File: src/rtl/tx_uart.sv
// UART transmitter: start bit, DATA_BIT data bits LSB first, parity bit only when UART_TX_PARITY_EN is defined, STOP_BIT stop bits.
// Latency: line falls on the accept edge; backpressure: tx_ready stays low from accept until the cycle after the last stop bit.
module tx_uart #(
    parameter int DATA_BIT   = 8,
    parameter int STOP_BIT   = 1,
    parameter int BPS_MAX    = 9600,
    parameter int PARITY_ODD = 0
) (
    input  logic                clk,
    input  logic                rst,
    input  logic [DATA_BIT-1:0] tx_data,
    input  logic                tx_valid,
    output logic                tx_ready,
    output logic                tx_done,
    output logic                tx
);

    if (DATA_BIT < 5 || DATA_BIT > 9 || STOP_BIT < 1 || STOP_BIT > 2 ||
        BPS_MAX < 2 || PARITY_ODD < 0 || PARITY_ODD > 1) begin : g_param_check
        $error("tx_uart: parameter out of range");
    end

    typedef enum logic [2:0] {
        S_IDLE,
        S_START,
        S_DATA,
`ifdef UART_TX_PARITY_EN
        S_PARITY,
`endif
        S_STOP
    } state_t;

    localparam logic [25:0] BPS_LAST  = 26'(BPS_MAX - 1);
    localparam logic [3:0]  DATA_LAST = 4'(DATA_BIT - 1);
    localparam logic [3:0]  STOP_LAST = 4'(STOP_BIT - 1);

    state_t              state_q, state_d;
    logic [25:0]         bps_q, bps_d;
    logic [3:0]          bit_q, bit_d;
    logic [DATA_BIT-1:0] shift_q, shift_d;
    logic                tx_q, tx_d;
    logic                done_q, done_d;
`ifdef UART_TX_PARITY_EN
    logic                parity_q, parity_d;
`endif

    logic       bps_wrap;
    logic [3:0] bit_last;
    logic       bit_end;

    // bit_end marks the final clock of the last bit belonging to the current state
    assign bps_wrap = (bps_q == BPS_LAST);

    always_comb begin
        bit_last = 4'd0;
        case (state_q)
            S_DATA:  bit_last = DATA_LAST;
            S_STOP:  bit_last = STOP_LAST;
            default: bit_last = 4'd0;
        endcase
    end

    assign bit_end = bps_wrap && (bit_q == bit_last);

    always_ff @(posedge clk) begin
        if (rst) begin
            state_q <= S_IDLE;
        end else begin
            state_q <= state_d;
        end
    end

    always_comb begin
        state_d = state_q;
        case (state_q)
            S_IDLE:   if (tx_valid) state_d = S_START;
            S_START:  if (bit_end)  state_d = S_DATA;
`ifdef UART_TX_PARITY_EN
            S_DATA:   if (bit_end)  state_d = S_PARITY;
            S_PARITY: if (bit_end)  state_d = S_STOP;
`else
            S_DATA:   if (bit_end)  state_d = S_STOP;
`endif
            S_STOP:   if (bit_end)  state_d = S_IDLE;
            default:  state_d = S_IDLE;
        endcase
    end

    always_comb begin
        bps_d   = bps_q;
        bit_d   = bit_q;
        shift_d = shift_q;
        tx_d    = tx_q;
        done_d  = 1'b0;
`ifdef UART_TX_PARITY_EN
        parity_d = parity_q;
`endif

        if (state_q == S_IDLE || state_d != state_q) begin
            bps_d = 26'd0;
            bit_d = 4'd0;
        end else if (bps_wrap) begin
            bps_d = 26'd0;
            bit_d = bit_q + 4'd1;
        end else begin
            bps_d = bps_q + 26'd1;
        end

        case (state_q)
            S_IDLE: begin
                if (tx_valid) begin
                    shift_d = tx_data;
                    tx_d    = 1'b0;
`ifdef UART_TX_PARITY_EN
                    parity_d = (^tx_data) ^ (PARITY_ODD != 0);
`endif
                end
            end
            S_START: begin
                if (bit_end) begin
                    tx_d    = shift_q[0];
                    shift_d = shift_q >> 1;
                end
            end
            S_DATA: begin
                if (bit_end) begin
`ifdef UART_TX_PARITY_EN
                    tx_d = parity_q;
`else
                    tx_d = 1'b1;
`endif
                end else if (bps_wrap) begin
                    tx_d    = shift_q[0];
                    shift_d = shift_q >> 1;
                end
            end
`ifdef UART_TX_PARITY_EN
            S_PARITY: begin
                if (bit_end) tx_d = 1'b1;
            end
`endif
            S_STOP: begin
                if (bit_end) done_d = 1'b1;
            end
            default: tx_d = 1'b1;
        endcase
    end

    always_ff @(posedge clk) begin
        if (rst) begin
            bps_q   <= 26'd0;
            bit_q   <= 4'd0;
            shift_q <= '0;
            tx_q    <= 1'b1;
            done_q  <= 1'b0;
`ifdef UART_TX_PARITY_EN
            parity_q <= 1'b0;
`endif
        end else begin
            bps_q   <= bps_d;
            bit_q   <= bit_d;
            shift_q <= shift_d;
            tx_q    <= tx_d;
            done_q  <= done_d;
`ifdef UART_TX_PARITY_EN
            parity_q <= parity_d;
`endif
        end
    end

    assign tx_ready = (state_q == S_IDLE);
    assign tx_done  = done_q;
    assign tx       = tx_q;

endmodule

File: config.mk
export PLATFORM = sky130hd
export DESIGN_NAME = tx_uart
export DESIGN_NICKNAME = d
export VERILOG_FILES = /design/src/rtl/tx_uart.sv
export SDC_FILE = /design/constraint.sdc
export NUM_CORES = 1
export LEC_CHECK = 0
export CAP_MARGIN = 10
export CELL_PAD_IN_SITES_DETAIL_PLACEMENT = 1
export CELL_PAD_IN_SITES_GLOBAL_PLACEMENT = 2
export CORE_ASPECT_RATIO = 0.9
export CORE_MARGIN = 1
export CORE_UTILIZATION = 38
export CTS_BUF_LIST = sky130_fd_sc_hd__clkbuf_4 sky130_fd_sc_hd__clkbuf_8
export CTS_CLUSTER_DIAMETER = 150
export DETAILED_ROUTE_END_ITERATION = 10
export GPL_ROUTABILITY_DRIVEN = 0
export GPL_TIMING_DRIVEN = 0
export PLACE_DENSITY_LB_ADDON = 0.1
export SLEW_MARGIN = 20
export SYNTH_ARGS = -nofsm -noshare
export SYNTH_HDL_FRONTEND = slang
export SYNTH_SLANG_ARGS = --single-unit
File: constraint.sdc
create_clock -name clk -period 2.2 [get_ports clk]
set_clock_uncertainty 0.15 [all_clocks]
set_input_delay 0.22 -clock clk [delete_from_list [all_inputs] [get_ports clk]]
set_output_delay 0.22 -clock clk [all_outputs]
set_load 0.05 [all_outputs]
==> out/qor.csv <==
stage;metric;value;unit
synth;yosys.area.top_type;dfxtp_1;
global_route;grt_max_degree;12;
synth;synth_edf_count;0;
route;drt_first_pass_iters;4;
route;drc;0;
global_route;grtUsageTotal;18.4;%
clock_tree;cts_hold_buf;0;
synth;synth_ff_type;dfxtp_1;
synth;syn-num-nets;250;
power_and_ir_drop;p_sw;0.000318;W
power_and_ir_drop;p_clk_share;35.7;%
clock_tree;htreeDepth;2;
synth;yosysSeqAreaShare;40.9;%
timing;slew_headroom;62.6;%
timing;max_clock_freq;0.501;GHz
placed_design;hpwlAfterDp;3.37;mm
clock_tree;cts-buffers-inserted;5;
power_and_ir_drop;swShare;23.1;%
synth;syn-cell-area;2110;um2
synth;async_flop_share;0;%
route;ant_nets;0;
die;initial_core_util;39.8;%
synth;yosysTopAreaCellShare;40.9;%
timing;min_period;2000;ps
setup_path;cpMaxStageDelayCell;nor4_2;
die;rows;25;
power_and_ir_drop;p_comb_share;6.4;%
die;die_x;80.5;um
global_route;grt_pass1_wl;8.20;mm
timing;hold_viol;0;
power_and_ir_drop;p_int;0.00106;W
synth;ys_ff_latch;43;
setup_path;start_kind;flop;
clock_tree;clk_pin_slew_worst_paths;80;ps
timing;rsz0062_at_grt;no;
final_layout;fill_cells;628;
final_layout;n_antenna_cell;0;
placed_design;port-buffer-count;13;
placed_design;dpl.cell_count;317;
timing;finalSetupViolations;0;
final_layout;syn_to_final_growth;14.7;%
power_and_ir_drop;p_leak;0.781;nW
setup_path;slowest_delay;490;ps
final_layout;layout-drive-gt1-share;13.2;%
min_path;hold_class;flop to flop;
power_and_ir_drop;ir_drop;0.322;mV
timing;fin_tns_setup;0;ps
flow_run;cap_violations;0;
setup_path;required;2230;ps
timing;min_period_over_period;90.7;%
setup_path;end_kind;flop;
setup_path;critPathArrivalTime;2030;ps
route;wl_per_cell;14.2;um
global_route;antenna_found_initial;0;
setup_path;crit_type;flop to flop;
setup_path;crit_fanout;6;
clock_tree;clk_path_buf_depth;2;
final_layout;nNetsFinal;271;
power_and_ir_drop;pwr-share-seq;58.0;%
timing;slew_violations;0;
clock_tree;root_buffer;clkbuf_8;
route;vias;1691;
global_route;grt_overflow;0;
synth;syn_area_per_cell;8.89;um2
clock_tree;cts_tree;done;
power_and_ir_drop;power_density;568;nW/um2
synth;syn_inst;237;
final_layout;layout.cells.non_filler;324;
setup_path;path_cells;nor4_2, nand4_4, o31ai_1, a21bo_2, o211ai_2;
die;die_area;5840;um2
die;dieHeight;72.6;um
run_status;status;finished clean;
clock_tree;clk_latency;290;ps
synth;synth_warnings;0;
synth;synthTopCellsByArea;dfxtp_1, xnor2_1, nor2_1, xor2_1, nand3_1;
die;io_pins;14;
synth;synth_cell_types;45;
timing;tightest_slew;557;ps
route;finalWirelength;4.61;mm
global_route;grt_pass1_vias;1675;
die;core_area;5290;um2
route;avgViaCountPerCell;5.22;
route;drtIter0Drc;36;
clock_tree;clock-sinks;43;
## path summary, 6_finish.rpt
check / end / startpoint / slack (ps) / depth (start not counted)
setup / recovery: tx / bps_q[19] / 200 / 5
hold / removal: bps_q[0] / bps_q[0] / 310 / 1
setup reg to reg: tx / bps_q[19] / 200 / 5
hold reg to reg: bps_q[0] / bps_q[0] / 310 / 1
## through the flow
step | total power [W] | setup WS, ps | area (um2) | hold slack [ps] | utilization (%)
floorplan | 0.000866 | 211 | 2110 | 180 | -
global placement | 0.000901 | 19.6 | 2320 | 279 | 44.0
detailed placement | 0.000902 | 3.29 | 2320 | 299 | 44.0
CTS | 0.00139 | 30.3 | 2410 | 311 | 45.6
global route | 0.00143 | 26.5 | 2420 | 320 | 45.7
finish | 0.00137 | 204 | 2420 | 306 | 45.7
## what timing repair did
action | CTS | global route
pin swaps | 1 | 0
setup buffers | 1 | 0
resized for setup | 0 | 3
setup endpoints to repair | 1 | 10
## flip-flops by register name, summed over array words and instances, names as in the netlist
name	flops
bps_q	26
shift_q	8
bit_q	4
state_q	3
tx	1
tx_done	1
## kinds of logic (layout without fill, tap and decap cells)
group / count (synthesis) / in the layout / synth area share, %
flops: 43 / 43 / 40.9
buf+inv: 17 / 37 / 3.80
compound gates: 22 / 22 / 8.02
mux: 1 / 1 / 0.535
other cells: 1 / 1 / 0.178
xor+xnor: 27 / 27 / 11.2
fa+ha+maj: 2 / 2 / 1.19
simple gates: 124 / 124 / 34.2
## per-layer routing
layer / track usage, % / part of all wire [%]
met1: 27.6 / 55
met2: 26.0 / 41
met3: 3.75 / 2.1
met4: 5.95 / 1.4
met5: 0 / 0
## cells in the mapped netlist (3+ instances only)
cell and instances:
nor2_1 30, dfxtp_1 43, a31oi_1 8, xor2_1 10, and3_1 4, a21oi_1 3, nand3b_1 8, buf_2 4
inv_1 8, nand2_1 21, nand3_1 17, nor3_1 14, buf_4 3, and4_1 3, nand4_1 5, xnor2_1 17
## critical path: cells and delay by family, from the launching register on
kind,cells,cell delay [ps]
and+or+nand+nor,2,740
DFF,1,360
AOI/OAI and AO/OA,3,630
## layout make-up
class	instances	area (um2)	share of cell area, %
Tap cell	67	83.8	3.47
Inverter	8	30.0	1.24
Multi-Input combinational cell	177	1170	48.6
Buffer	9	50.0	2.07
Timing Repair Buffer	14	140	5.80
Sequential cell	43	861	35.6
Clock buffer	6	76.3	3.16
## placed cells by master (no fill, tap or decap), drive strengths merged, types with 2 or more instances in the layout
| master | synthesis | routed |
|---|---|---|
| dfxtp | 43 | 43 |
| nor2 | 31 | 31 |
| nand2 | 21 | 21 |
| nand3 | 18 | 18 |
| xnor2 | 17 | 17 |
| nor3 | 14 | 14 |
| clkdlybuf4s50 | 0 | 12 |
| xor2 | 10 | 10 |
| inv | 8 | 8 |
| nand3b | 8 | 8 |
| a31oi | 8 | 8 |
| clkbuf | 2 | 8 |
| buf | 7 | 8 |
| nand4 | 6 | 6 |
| nor4 | 6 | 6 |
| and4 | 5 | 5 |
| and3 | 4 | 4 |
| a21oi | 3 | 3 |
| nand2b | 3 | 3 |
| o21ai | 3 | 3 |
| o31ai | 3 | 3 |
| and2 | 2 | 2 |
| or3 | 2 | 2 |
| ha | 2 | 2 |
## power groups by stage
stage	logic (W)	registers (W)	clock network [W]
2_1_floorplan	0.0000504	0.000815	0
3_3_place_gp	0.0000872	0.000814	0
3_5_place_dp	0.0000875	0.000814	0
4_1_cts	0.0000879	0.000796	0.000508
5_1_grt	0.0000965	0.000798	0.000533
6_report	0.0000872	0.000796	0.000490
No activity file was read; power rests on OpenSTA's default activity.
